File: config.mk
export PLATFORM = sky130hd
export DESIGN_NAME = key_input_conditioner_flat
export DESIGN_NICKNAME = d
export VERILOG_FILES = /design/src/rtl/key_input_conditioner_if.sv /design/src/rtl/key_input_conditioner.sv /design/src/flat_wrapper.sv
export SDC_FILE = /design/constraint.sdc
export NUM_CORES = 1
export LEC_CHECK = 0
export BUFFER_PORTS_ARGS = -buffer_cell sky130_fd_sc_hd__buf_2
export CORE_MARGIN = 5
export CORE_UTILIZATION = 50
export DETAILED_ROUTE_END_ITERATION = 8
export PLACE_DENSITY = 0.69
export SETUP_SLACK_MARGIN = 0.3
export SLEW_MARGIN = 20
export SYNTH_ARGS = -nofsm -noshare
export SYNTH_HDL_FRONTEND = slang
export SYNTH_SLANG_ARGS = --single-unit
export TNS_END_PERCENT = 30
File: constraint.sdc
create_clock -name Clock -period 2.77 [get_ports Clock]
set_input_delay 0.1385 -clock Clock [delete_from_list [all_inputs] [get_ports Clock]]
set_output_delay 0.1385 -clock Clock [all_outputs]
set_load 0.05 [all_outputs]
File: src/rtl/key_input_conditioner_if.sv
// Bundles the key inputs and conditioned key outputs of key_input_conditioner.
// The game logic or bench drives the master side; the conditioner sits on the slave side.
interface key_input_conditioner_if #(
  parameter int N_KEYS = 4
);
  logic [N_KEYS-1:0] key;
  logic [N_KEYS-1:0] repeat_en;
  logic [N_KEYS-1:0] keyLevel;
  logic [N_KEYS-1:0] pressedKey;
  logic [N_KEYS-1:0] releasedKey;
  logic              anyPressed;

  modport master (
    output key,
    output repeat_en,
    input  keyLevel,
    input  pressedKey,
    input  releasedKey,
    input  anyPressed
  );

  modport slave (
    input  key,
    input  repeat_en,
    output keyLevel,
    output pressedKey,
    output releasedKey,
    output anyPressed
  );
endinterface

File: src/rtl/key_input_conditioner.sv
// Multi-channel push-button conditioner: per key a 2-flop synchroniser, a debouncer,
// registered press/release pulses and an optional hold-to-repeat FSM.
module key_input_conditioner #(
  parameter int N_KEYS          = 4,
  parameter int DEBOUNCE_CYCLES = 16,
  parameter int REPEAT_DELAY    = 64,
  parameter int REPEAT_PERIOD   = 16
) (
  input logic                   Clock,
  input logic                   Reset,
  key_input_conditioner_if.slave bus
);

  localparam int DW   = (DEBOUNCE_CYCLES > 1) ? $clog2(DEBOUNCE_CYCLES) : 1;
  localparam int RMAX = (REPEAT_DELAY > REPEAT_PERIOD) ? REPEAT_DELAY : REPEAT_PERIOD;
  localparam int RW   = (RMAX > 1) ? $clog2(RMAX) : 1;

  localparam logic [DW-1:0] DEB_LAST    = DW'(DEBOUNCE_CYCLES - 1);
  localparam logic [RW-1:0] DELAY_LAST  = RW'(REPEAT_DELAY - 1);
  localparam logic [RW-1:0] PERIOD_LAST = RW'(REPEAT_PERIOD - 1);

  typedef enum logic [1:0] {
    ST_IDLE   = 2'b00,
    ST_HOLD   = 2'b01,
    ST_REPEAT = 2'b10
  } state_t;

  logic [N_KEYS-1:0] level_s;
  logic [N_KEYS-1:0] press_s;
  logic [N_KEYS-1:0] release_s;

  for (genvar ch = 0; ch < N_KEYS; ch++) begin : g_ch
    logic          sync1_r;
    logic          sync2_r;
    logic          level_r;
    logic [DW-1:0] dcnt_r;
    logic [DW-1:0] dcnt_s;
    logic          flip_s;
    logic [RW-1:0] rcnt_r;
    logic [RW-1:0] rcnt_s;
    state_t        state_r;
    state_t        state_s;
    logic          rep_fire_s;
    logic          press_r;
    logic          release_r;

    // Debounce: the level flips only after DEBOUNCE_CYCLES consecutive disagreeing samples
    always_comb begin
      flip_s = 1'b0;
      dcnt_s = dcnt_r;
      if (sync2_r == level_r) begin
        dcnt_s = '0;
      end else if (dcnt_r == DEB_LAST) begin
        flip_s = 1'b1;
        dcnt_s = '0;
      end else begin
        dcnt_s = dcnt_r + DW'(1);
      end
    end

    // Repeat FSM next state; a debounced edge overrides any repeat decision this cycle
    always_comb begin
      state_s    = state_r;
      rcnt_s     = rcnt_r;
      rep_fire_s = 1'b0;
      if (flip_s && sync2_r) begin
        state_s = ST_HOLD;
        rcnt_s  = '0;
      end else if (flip_s) begin
        state_s = ST_IDLE;
        rcnt_s  = '0;
      end else begin
        case (state_r)
          ST_IDLE: begin
            rcnt_s = '0;
          end
          ST_HOLD: begin
            if (!bus.repeat_en[ch]) begin
              rcnt_s = '0;
            end else if (rcnt_r == DELAY_LAST) begin
              rep_fire_s = 1'b1;
              rcnt_s     = '0;
              state_s    = ST_REPEAT;
            end else begin
              rcnt_s = rcnt_r + RW'(1);
            end
          end
          ST_REPEAT: begin
            // Dropping the enable falls back to HOLD so re-enabling waits the full delay
            if (!bus.repeat_en[ch]) begin
              rcnt_s  = '0;
              state_s = ST_HOLD;
            end else if (rcnt_r == PERIOD_LAST) begin
              rep_fire_s = 1'b1;
              rcnt_s     = '0;
            end else begin
              rcnt_s = rcnt_r + RW'(1);
            end
          end
          default: begin
            state_s = ST_IDLE;
            rcnt_s  = '0;
          end
        endcase
      end
    end

    // Channel state registers and registered pulses
    always_ff @(posedge Clock) begin
      if (!Reset) begin
        sync1_r   <= 1'b0;
        sync2_r   <= 1'b0;
        level_r   <= 1'b0;
        dcnt_r    <= '0;
        rcnt_r    <= '0;
        state_r   <= ST_IDLE;
        press_r   <= 1'b0;
        release_r <= 1'b0;
      end else begin
        sync1_r   <= bus.key[ch];
        sync2_r   <= sync1_r;
        dcnt_r    <= dcnt_s;
        rcnt_r    <= rcnt_s;
        state_r   <= state_s;
        level_r   <= flip_s ? sync2_r : level_r;
        press_r   <= (flip_s & sync2_r) | rep_fire_s;
        release_r <= flip_s & ~sync2_r;
      end
    end

    assign level_s[ch]   = level_r;
    assign press_s[ch]   = press_r;
    assign release_s[ch] = release_r;
  end

  assign bus.keyLevel    = level_s;
  assign bus.pressedKey  = press_s;
  assign bus.releasedKey = release_s;
  assign bus.anyPressed  = |level_s;

endmodule
File: src/flat_wrapper.sv
// flat-port wrapper written by rule: the top's interface ports become plain ports
module key_input_conditioner_flat 
#(
  parameter int N_KEYS          = 4,
  parameter int DEBOUNCE_CYCLES = 16,
  parameter int REPEAT_DELAY    = 64,
  parameter int REPEAT_PERIOD   = 16
)
  (Clock, Reset, bus_key, bus_repeat_en, bus_keyLevel, bus_pressedKey, bus_releasedKey, bus_anyPressed);
  key_input_conditioner_if #(.N_KEYS(N_KEYS)) bus_i ();
  input logic Clock;
  input logic Reset;
  input wire logic [$bits(bus_i.key)-1:0] bus_key;
  input wire logic [$bits(bus_i.repeat_en)-1:0] bus_repeat_en;
  output wire logic [$bits(bus_i.keyLevel)-1:0] bus_keyLevel;
  output wire logic [$bits(bus_i.pressedKey)-1:0] bus_pressedKey;
  output wire logic [$bits(bus_i.releasedKey)-1:0] bus_releasedKey;
  output wire logic [$bits(bus_i.anyPressed)-1:0] bus_anyPressed;
  assign bus_i.key = bus_key;
  assign bus_i.repeat_en = bus_repeat_en;
  assign bus_keyLevel = bus_i.keyLevel;
  assign bus_pressedKey = bus_i.pressedKey;
  assign bus_releasedKey = bus_i.releasedKey;
  assign bus_anyPressed = bus_i.anyPressed;
  key_input_conditioner #(.N_KEYS(N_KEYS), .DEBOUNCE_CYCLES(DEBOUNCE_CYCLES), .REPEAT_DELAY(REPEAT_DELAY), .REPEAT_PERIOD(REPEAT_PERIOD)) u_core (.Clock(Clock), .Reset(Reset), .bus(bus_i));
endmodule
==> results.md <==
* Outcome: complete, no violations
* Combinational share of power at 1.9%
* Pre-antenna DRT Iters at 5
* Post_cts resized at 0
* Syn nets at 385
* Peak VDD IR at 0.410 mV
* GRT met2 Usage at 22.7%
* Met1 usage at 19.1%
* Max Clock Skew at 0.00542 ns
* Final Setup Violations at 0
* Worst Path Max Fanout at 6
* Starting density of the core at 50.4%
* CTS Buffer Depth at 2
* Filler cell count at 588
* Post-DP HPWL at 3880 um
* Top Ports at 23
* Drt drc at 0
* PD cells at 524 nW/um^2
* Max cap viols at 0
* Gr usage total at 14.7%
* Clock slew seen by the registers of the worst setup and hold paths at 0.07 ns
* Clk pwr share at 43.3%
* Synthesized area at 3150 sq um
* Num CTS Buffers at 9
* Die X at 89.3 um
* Worst-Margin Slew at 0.551 ns
* Drt total wl at 5370 um
* F_max at 607 MHz
* Worst setup SP type: flip-flop
* Tcrit/Tclk final at 59.5%
* Final TNS setup at 0 ns
* Syn Area/Cell at 8.99 sq um
* Dominant cells by area after synthesis: dfxtp_1, ha_1, nor2_1
* Net Sw Frac at 20.7%
* Syn Inst Count at 350
* Post-synth EDFFs at 0
* CP cell instances: inv_1 > ha_1 > a211oi_1 > and2_1 > o211ai_1
* DRT antenna net count at 0
* Critical path data required time at 2.98 ns
* Top cell type by total area after synthesis: dfxtp_1
* Number of diodes at 0
* First-pass GRT wire length at 9270 um
* Core Area at 6240 sq um
* Nets at 404
* Routed length per placed instance at 11.9 um
* Initial antenna violation count at 0
* Post-synthesis sequential area ratio at 43.3%
* Met3 Use GR at 3.23%
* Most instantiated cells after synthesis: dfxtp_1, nor2_1, ha_1
* Internal power at 1430 uW
* Area Overhead vs Synth at 9.58%
* Hold WC Path Type: in -> reg
* Top-area cell type share of the netlist area at 43.3%
* Worst r2r src: u_core.g_ch[3].state_r[0]$_SDFFE_PN0P_
* Vias/cell at 5.26
* Leakage at 0.00134 uW
* Hold Startpoint: bus_key[2]
* Final hold violation count at 0
* Clock Root Buffer: clkbuf_8
* Worst path max stage delay at 0.47 ns
* Most used routing layer: met2
* Yosys reg bits at 68
* Most frequent cell after synthesis: dfxtp_1
* Via count of the routed design at 2368
* Switch Pwr at 373 uW
* CTS tree: yes
* Area after DPL at 3250 sq um
* Slew Viols, Final at 0
* Port bufs at 22
* Synth Warn # at 0
* Largest net degree at the start of global routing at 25
* Unrepaired setup endpoints after global routing: false
* Die span in y at 89.3 um
* Worst skew pair latency at 0.33 ns
* Power share of the sequential group at 54.7%
* Cell area after layout at 3450 sq um
* Slew HR at 62.9%
* DR iter-0 viols at 66
* Async SR Flop Fraction at 0%
* Post-layout min period at 1.65 ns
* CP startpoint: u_core.g_ch[3].state_r[0]$_SDFFE_PN0P_
* Clk sink count at 68
* DIE AREA at 7980 sq um
* Crit-path leading delay family: compound AO/OA/AOI/OAI gates
* Crit path kind: reg -> reg
* Worst setup EP type: flip-flop
* Main synth FF type: dfxtp_1
* Slowest-stage cell, CP: a211oi_1
* Worst path arrival time at 1.85 ns
* Ratio of cells with drive above 1 in the final layout at 9.65%
* Crit path buf inv count at 1
* Synth cell types at 41
* GR Overflow Total at 0
* Global placer's final weighted congestion at 0.857
* Vias in the first global route at 2148
* H-tree depth at 3
* # rows at 29
[worst register-to-register path, delay by kind of cell (launching register included)]
family                   cells  cell delay [ns]
AND/OR/NAND/NOR              1             0.19
flip-flops                   1             0.39
AO/OA/AOI/OAI                2             0.56
buffers and inverters        1             0.09
adder cells (fa/ha/maj)      1             0.28
[power groups by stage]
stage / logic, uW / registers, uW / clock network, uW
final: 35.2 / 989 / 783
after floorplan: 20.4 / 1010 / 0
after CTS: 35.7 / 989 / 808
after detailed placement: 34.5 / 1010 / 0
after global placement: 33.9 / 1010 / 0
after global routing: 40.3 / 990 / 845
[per-layer routing]
layer	routed length, um	up-vias
met5	0	-
met4	87	0
met3	224	8
met2	2320	39
met1	2740	1082
li1	-	1239
[sequential cells by signal (all words and copies together), names as in the netlist]
register               count
u_core.g_ch.level_r        4
u_core.g_ch.release_r      4
u_core.g_ch.dcnt_r        16
u_core.g_ch.press_r        4
u_core.g_ch.rcnt_r        24
u_core.g_ch.sync1_r        4
u_core.g_ch.sync2_r        4
u_core.g_ch.state_r        8
[placed cells by master, fill, tap and decap left out, types with 2 or more instances in the layout]
| master | instances |
|---|---|
| dfxtp_1 | 68 |
| nor2_1 | 42 |
| ha_1 | 25 |
| inv_1 | 24 |
| nand3_1 | 23 |
| buf_2 | 22 |
| nand2_1 | 19 |
| a21oi_1 | 15 |
| xor2_1 | 14 |
| xnor2_1 | 13 |
| o21ai_0 | 11 |
| and2_1 | 10 |
| clkbuf_8 | 10 |
| nor3_1 | 9 |
| a211oi_1 | 7 |
| o31ai_1 | 6 |
| and3_1 | 6 |
| a21o_1 | 5 |
| o21bai_1 | 3 |
| or3_1 | 3 |
| o21a_1 | 3 |
| clkbuf_1 | 3 |
| o2111ai_1 | 2 |
| o22ai_1 | 2 |
| nor4b_1 | 2 |
| a211o_1 | 2 |
| o211ai_1 | 2 |
| a31oi_1 | 2 |
| nor2b_1 | 2 |
| nand4_1 | 2 |
| mux2i_1 | 2 |
[worst paths after layout]
| check | end | depth (start not counted) | slack, ns |
|---|---|---|---|
| hold / removal | u_core.g_ch[2].sync1_r$_SDFF_PN0_ | 2 | 0.01 |
| hold reg to reg | u_core.g_ch[2].sync2_r$_SDFF_PN0_ | 1 | 0.44 |
| setup reg to reg | u_core.g_ch[3].state_r[0]$_SDFFE_PN0P_ | 5 | 1.12 |
| setup / recovery | u_core.g_ch[3].state_r[0]$_SDFFE_PN0P_ | 5 | 1.12 |
[per-stage QoR]
stage	cells	hold WS [ns]	utilization [%]	power, uW	setup slack, ns
final	450	0.0142	55.3	1810	1.12
after global routing	450	0.00850	55.3	1880	0.965
after CTS	450	0.00243	55.3	1830	1.12
after detailed placement	434	0.350	52.1	1050	1.16
after global placement	434	0.349	52.1	1050	1.20
after floorplan	350	0.266	-	1030	1.28
[cells by family (layout without fill, tap and decap cells)]
group                    after synthesis  after routing  share of synthesized area (%)
AND/OR/NAND/NOR                      125            125                           19.3
buffers and inverters                 40             63                           6.24
multiplexers                           2              2                          0.636
flip-flops                            68             68                           43.3
adder cells (fa/ha/maj)               25             25                           9.94
XOR/XNOR                              27             27                           7.52
AO/OA/AOI/OAI                         63             63                           13.1
[what timing repair did]
item / in CTS / in global routing
hold endpoints to repair: 1 / 0
hold buffers: 1 / 0
buffers inserted: 0 / 0
[final cells by class]
| cell class | count | area [sq um] | area share, % |
|---|---|---|---|
| multi-input combinational | 242 | 1590 | 46.1 |
| sequential | 68 | 1360 | 39.5 |
| clock buffer | 13 | 149 | 4.32 |
| timing repair buffer | 24 | 128 | 3.70 |
| tap | 77 | 96.3 | 2.79 |
| inverter | 24 | 90.1 | 2.61 |
| clock inverter | 2 | 35.0 | 1.02 |
No activity file was read; power rests on OpenSTA's default activity.
